`config.mk`:
```
export PLATFORM = sky130hd
export DESIGN_NAME = fetch_stage
export DESIGN_NICKNAME = d
export VERILOG_FILES = /design/src/rtl/mips_pkg.sv /design/src/rtl/adder.sv /design/src/rtl/fetch_stage_ifid_reg.sv /design/src/rtl/fetch_stage.sv
export SDC_FILE = /design/constraint.sdc
export NUM_CORES = 1
export LEC_CHECK = 0
export ABC_AREA = 1
export CAP_MARGIN = 20
export CORE_ASPECT_RATIO = 0.8
export CORE_MARGIN = 2
export CORE_UTILIZATION = 42
export CTS_BUF_LIST = sky130_fd_sc_hd__clkbuf_8
export CTS_CLUSTER_SIZE = 20
export DETAILED_ROUTE_END_ITERATION = 8
export MAX_ROUTING_LAYER = met4
export PLACE_DENSITY = 0.76
export SYNTH_ARGS = -nofsm -noshare
export SYNTH_HDL_FRONTEND = slang
export SYNTH_HIERARCHICAL = 1
export SYNTH_SLANG_ARGS = --single-unit
```
`constraint.sdc`:
```
create_clock -name clk -period 2 [get_ports clk]
set_input_delay 0.6 -clock clk [delete_from_list [all_inputs] [get_ports clk]]
set_output_delay 0.6 -clock clk [all_outputs]
set_load 0.01 [all_outputs]
```
`src/rtl/mips_pkg.sv`:
```
// Shared types and constants for the MIPS-lite pipeline.
package mips_pkg;

    localparam int DATA         = 32;
    localparam int ADDRESSWIDTH = 32;

    // Default PC loaded by reset in the fetch stage.
    localparam logic [ADDRESSWIDTH-1:0] RESET_PC = 32'h0000_0000;

    typedef logic [DATA-1:0] Instruct;

    // Fetch-stage control states.
    typedef enum logic [1:0] {
        FETCH = 2'b00,
        HOLD  = 2'b01,
        HALT  = 2'b10
    } FetchState;

endpackage

```
`src/rtl/adder.sv`:
```
// Generic ripple adder with carry-in; overflow is the carry out of the MSB.
module adder #(
    parameter int WIDTH = 32
) (
    input  logic [WIDTH-1:0] a,
    input  logic [WIDTH-1:0] b,
    input  logic             cin,
    output logic [WIDTH-1:0] sum,
    output logic             overflow
);

    logic [WIDTH:0] full_s;

    // Widen by one bit so the carry out lands in the MSB.
    always_comb begin
        full_s = {1'b0, a} + {1'b0, b} + {{WIDTH{1'b0}}, cin};
    end

    assign sum      = full_s[WIDTH-1:0];
    assign overflow = full_s[WIDTH];

endmodule

```
`src/rtl/fetch_stage_ifid_reg.sv`:
```
// IF/ID pipeline register: flush clears the valid bit, load captures a new
// entry, otherwise the current entry is held for decode.
module ifid_reg
#(
    parameter int ADDRESSWIDTH = 32,
    parameter int DATA         = 32
) (
    input  logic                    clk,
    input  logic                    rst_n,
    input  logic                    load,
    input  logic                    flush,
    input  logic [DATA-1:0]         next_instr,
    input  logic [ADDRESSWIDTH-1:0] next_pc4,
    output logic [DATA-1:0]         instruction,
    output logic [ADDRESSWIDTH-1:0] pcPlus4,
    output logic                    fetchValid
);

    logic [DATA-1:0]         instr_r;
    logic [ADDRESSWIDTH-1:0] pc4_r;
    logic                    valid_r;

    // Pipeline register update: flush wins over load, load wins over hold.
    always_ff @(posedge clk) begin
        if (!rst_n) begin
            instr_r <= {DATA{1'b0}};
            pc4_r   <= {ADDRESSWIDTH{1'b0}};
            valid_r <= 1'b0;
        end else if (flush) begin
            valid_r <= 1'b0;
        end else if (load) begin
            instr_r <= next_instr;
            pc4_r   <= next_pc4;
            valid_r <= 1'b1;
        end else begin
            instr_r <= instr_r;
            pc4_r   <= pc4_r;
            valid_r <= valid_r;
        end
    end

    assign instruction = instr_r;
    assign pcPlus4     = pc4_r;
    assign fetchValid  = valid_r;

endmodule

```
`src/rtl/fetch_stage.sv`:
```
// Instruction-fetch stage: owns the PC, drives the ready/valid instruction
// memory port, fills IF/ID and services redirect, stall and halt.
module fetch_stage
#(
    parameter int ADDRESSWIDTH = 32,
    parameter int DATA         = 32,
    parameter logic [ADDRESSWIDTH-1:0] RESET_PC = mips_pkg::RESET_PC
) (
    input  logic                    clk,
    input  logic                    rst_n,
    input  logic                    branchTaken,
    input  logic [DATA-1:0]         newAddress,
    input  logic                    stall,
    input  logic                    haltDetected,
    output logic                    imemReq,
    output logic [ADDRESSWIDTH-1:0] imemAddr,
    input  logic                    imemReady,
    input  logic [DATA-1:0]         imemRdata,
    output mips_pkg::Instruct       instruction,
    output logic [ADDRESSWIDTH-1:0] pcPlus4,
    output logic                    fetchValid
);

    import mips_pkg::*;

    localparam logic [ADDRESSWIDTH-1:0] PC_STEP = {{(ADDRESSWIDTH-3){1'b0}}, 3'd4};
    localparam logic [DATA-1:0] WORD_MASK = {{(DATA-2){1'b1}}, 2'b00};

    FetchState               state_r, state_nxt_s;
    logic [ADDRESSWIDTH-1:0] pc_r, pc_nxt_s;
    logic [DATA-1:0]         skid_r, skid_nxt_s;
    logic [ADDRESSWIDTH-1:0] redirect_pc_r, redirect_pc_nxt_s;
    logic                    redirect_pend_r, redirect_pend_nxt_s;
    logic                    halt_pend_r, halt_pend_nxt_s;
    logic [ADDRESSWIDTH-1:0] pc_plus4_s;
    logic                    pc_carry_unused_s;
    logic [DATA-1:0]         target_full_s;
    logic [ADDRESSWIDTH-1:0] target_s;
    logic                    ifid_load_s, ifid_flush_s;
    logic [DATA-1:0]         ifid_instr_s;
    logic [ADDRESSWIDTH-1:0] ifid_pc4_s;

    adder #(.WIDTH(ADDRESSWIDTH)) u_pc_adder (
        .a        (pc_r),
        .b        (PC_STEP),
        .cin      (1'b0),
        .sum      (pc_plus4_s),
        .overflow (pc_carry_unused_s)
    );

    // Redirect targets are always word aligned.
    always_comb begin
        target_full_s = newAddress & WORD_MASK;
        target_s      = target_full_s[ADDRESSWIDTH-1:0];
    end

    // Memory request is decoded from state; the address is the PC, which only
    // moves on a completed response or outside FETCH, so it stays stable.
    assign imemReq  = rst_n & (state_r == FETCH);
    assign imemAddr = pc_r;

    // Next-state and IF/ID control; branch beats halt, halt beats normal flow.
    always_comb begin
        state_nxt_s         = state_r;
        pc_nxt_s            = pc_r;
        skid_nxt_s          = skid_r;
        redirect_pc_nxt_s   = redirect_pc_r;
        redirect_pend_nxt_s = redirect_pend_r;
        halt_pend_nxt_s     = halt_pend_r;
        ifid_load_s         = 1'b0;
        ifid_flush_s        = 1'b0;
        ifid_instr_s        = imemRdata;
        ifid_pc4_s          = pc_plus4_s;
        case (state_r)
            FETCH: begin
                if (branchTaken) begin
                    ifid_flush_s    = 1'b1;
                    halt_pend_nxt_s = 1'b0;
                    if (imemReady) begin
                        pc_nxt_s            = target_s;
                        redirect_pend_nxt_s = 1'b0;
                    end else begin
                        redirect_pc_nxt_s   = target_s;
                        redirect_pend_nxt_s = 1'b1;
                    end
                end else if (haltDetected || halt_pend_r) begin
                    // The word in flight is never used; park once it lands.
                    ifid_flush_s = !stall;
                    if (imemReady) begin
                        state_nxt_s         = HALT;
                        halt_pend_nxt_s     = 1'b0;
                        redirect_pend_nxt_s = 1'b0;
                    end else begin
                        halt_pend_nxt_s = 1'b1;
                    end
                end else if (imemReady) begin
                    if (redirect_pend_r) begin
                        pc_nxt_s            = redirect_pc_r;
                        redirect_pend_nxt_s = 1'b0;
                        ifid_flush_s        = !stall;
                    end else if (stall) begin
                        skid_nxt_s  = imemRdata;
                        pc_nxt_s    = pc_plus4_s;
                        state_nxt_s = HOLD;
                    end else begin
                        ifid_load_s = 1'b1;
                        pc_nxt_s    = pc_plus4_s;
                    end
                end else begin
                    ifid_flush_s = !stall;
                end
            end
            HOLD: begin
                if (branchTaken) begin
                    ifid_flush_s = 1'b1;
                    pc_nxt_s     = target_s;
                    state_nxt_s  = FETCH;
                end else if (haltDetected) begin
                    ifid_flush_s = !stall;
                    state_nxt_s  = HALT;
                end else if (!stall) begin
                    ifid_load_s  = 1'b1;
                    ifid_instr_s = skid_r;
                    ifid_pc4_s   = pc_r;
                    state_nxt_s  = FETCH;
                end else begin
                    state_nxt_s = HOLD;
                end
            end
            HALT: begin
                ifid_flush_s = branchTaken | !stall;
            end
            default: begin
                state_nxt_s = FETCH;
            end
        endcase
    end

    // Control state registers.
    always_ff @(posedge clk) begin
        if (!rst_n) begin
            state_r         <= FETCH;
            pc_r            <= RESET_PC;
            skid_r          <= {DATA{1'b0}};
            redirect_pc_r   <= {ADDRESSWIDTH{1'b0}};
            redirect_pend_r <= 1'b0;
            halt_pend_r     <= 1'b0;
        end else begin
            state_r         <= state_nxt_s;
            pc_r            <= pc_nxt_s;
            skid_r          <= skid_nxt_s;
            redirect_pc_r   <= redirect_pc_nxt_s;
            redirect_pend_r <= redirect_pend_nxt_s;
            halt_pend_r     <= halt_pend_nxt_s;
        end
    end

    ifid_reg #(.ADDRESSWIDTH(ADDRESSWIDTH), .DATA(DATA)) u_ifid (
        .clk         (clk),
        .rst_n       (rst_n),
        .load        (ifid_load_s),
        .flush       (ifid_flush_s),
        .next_instr  (ifid_instr_s),
        .next_pc4    (ifid_pc4_s),
        .instruction (instruction),
        .pcPlus4     (pcPlus4),
        .fetchValid  (fetchValid)
    );

endmodule
```
==> flow_summary.ini <==
[status]
status = finished, violations left
violations = setup timing

[clocking]
cts_buffers = 17
clkTransAtPathRegs_ns = 0.09
clock_latency_ns = 0.47
h-tree-depth = 4
tritoncts = done
clockRootBuffer = clkbuf_8
clock_sinks = 163
cts_buffer_depth = 2

[power]
power_density_nw_per_um2 = 1140
p_leak_nw = 9.18
ir_drop_mv = 0.800

[timing]
finalWorstSetupSlack_ns = -0.00895
timing.final.crit_share_pct = 100
grt_setup_unrepaired = yes
whs_ns = 0.449
drv_slew = 0
clock_skew_ns = 0.0158
finalCriticalPeriod_ns = 2.01
setup_viol = 1
fmax_ghz = 0.498
hold_viol = 0

[final_layout]
nNetsFinal = 2336
final_area_um2 = 16300
diodes = 0
syn_to_final_growth_pct = 49.1
drive_above_1_share_pct = 22.5
multi_input_area_um2 = 7210
seq_area_um2 = 3330
stdcell_count = 2590
fillers = 2299

[worst_setup_path]
cp_data_arrival_time_ns = 2.37
cp_top_family = simple AND/OR/NAND/NOR gates
end_kind = register
cp.required_ns = 2.37
path_cells = ha_4 -> nand2_2 -> inv_2 -> nand2_2 -> buf_6 -> nand2_4 -> nand2_2 -> nand3_4 -> buf_6 -> xor2_2 -> nand2_1 -> o21ai_1 -> inv_1 -> nand3_1 -> nand2_1 -> nor2_1
cp_max_fo = 3
crit_path_max_incr_delay_ns = 0.36
cp-start-kind = register
path_buf_inv = 4
slowest_stage = dfxtp_4
criticalPathCategory = register to register
cp-startpoint = imemAddr[4]$_SDFFE_PN0P_
reg2reg_from = imemAddr[4]$_SDFFE_PN0P_
critPathMostFrequentCell = nand2_2

[global_routing]
grt_overflow = 0
grt_pass1_wl_um = 56100
antenna_found_initial = 0
grt_max_degree = 79
first_global_vias = 11364
grt_usage_pct = 26.4

[drt]
route.detailed.drc = 0
wirelength_um = 38600
vias_per_cell = 4.89
drt_iter0_drc = 1047
dr.pass1.iters = 6
vias = 12659
wire_per_inst_um = 14.9
antenna_left = 0

[floorplanning]
ios = 168
start_util_pct = 43.0
die_h_um = 148
core.rowCount = 52
coreArea_um2 = 25500
die_x_um = 185
dieArea_um2 = 27400

[placed_design]
io_buffer_count = 165
finalWeightedCongestion = 0.973
place_inst = 2528
place_area_um2 = 14200
hpwlAfterDp_um = 25700

[run]
cap_viol_max_count = 0

[min_path]
min_from = redirect_pc_r[20]$_SDFFE_PN0P_
hp-class = register to register

[synth]
syn_area_um2 = 11000
yosys_warnings = 6
postSynthCellCount = 1896
avgSynthCellArea_um2 = 5.78
## area by class of cell
type | count | share of cell area (%)
multi-input combinational | 1352 | 44.1
timing repair buffer | 370 | 22.7
sequential | 163 | 20.4
inverter | 324 | 7.53
tap | 351 | 2.69
clock buffer | 18 | 1.52
clock inverter | 12 | 1.16
## layer usage
metal  share of wire (%)  vias to the layer above  GRT usage, %
li1                    -                     6357             -
met1                  46                     5806          35.6
met2                  45                      452          41.5
met3                 6.6                       44          3.80
met4                 1.5                        0          6.79
met5                   0                        -             -
## registers in the layout (all words and copies together) (netlist names)
register	count
redirect_pend_r	1
u_ifid/pcPlus4	32
skid_r	32
u_ifid/instruction	32
redirect_pc_r	30
u_ifid/fetchValid	1
imemAddr	32
state_r	2
halt_pend_r	1
## repair_timing
item                                    CTS  global route
hold buffers                              0             0
pin swaps                                12            70
resized for setup                       104           321
endpoints found under the setup margin  126           126
cloned                                    1            13
buffers inserted                          7            11
## placed cells by master, fill, tap and decap left out, drive strengths merged, types with 2 or more instances in the layout
master / instances
a21oi: 57
buf: 199
bufinv: 5
clkbuf: 26
clkdlybuf4s50: 69
clkinv: 5
conb: 34
dfxtp: 163
dlygate4sd2: 49
dlymetal6s2s: 45
fa: 2
ha: 36
inv: 326
nand2: 598
nand3: 100
nand4: 5
nor2: 305
nor3: 5
o21ai: 188
xor2: 14
## through the flow
stage                     power [mW]  setup TNS (ns)  setup WS (ns)  utilization (%)
after CTS                       16.6          -0.106         -0.106             58.3
after global routing            20.0           -2.07        -0.0806             64.1
final                           18.7        -0.00895       -0.00895             64.1
after global placement          13.4          -43.33         -0.512             55.7
after detailed placement        13.6          -53.08         -0.620             55.7
after floorplan                 9.79               0         0.0536                -
## worst min-delay path, cell delays in order, from the launching register on
cell and delay, ns:
dfxtp_1 0.32, inv_1 0.05, a21oi_1 0.05
## where the power goes
part	switching, mW	internal, mW	total [mW]
registers	0.441	3.87	4.31
clock network	1.32	1.49	2.81
logic	6.60	4.96	11.6
total	8.36	10.3	18.7
## worst paths after layout
kind / end / slack (ns) / cells after the start
worst max register to register: u_ifid/pcPlus4[10]$_SDFFE_PN0P_ / -0.009 / 16
worst min register to register: redirect_pc_r[20]$_SDFFE_PN0P_ / 0.45 / 2
worst min-delay path: redirect_pc_r[20]$_SDFFE_PN0P_ / 0.45 / 2
worst max-delay path: u_ifid/pcPlus4[10]$_SDFFE_PN0P_ / -0.009 / 16
Power figures use the tool's default switching activity.
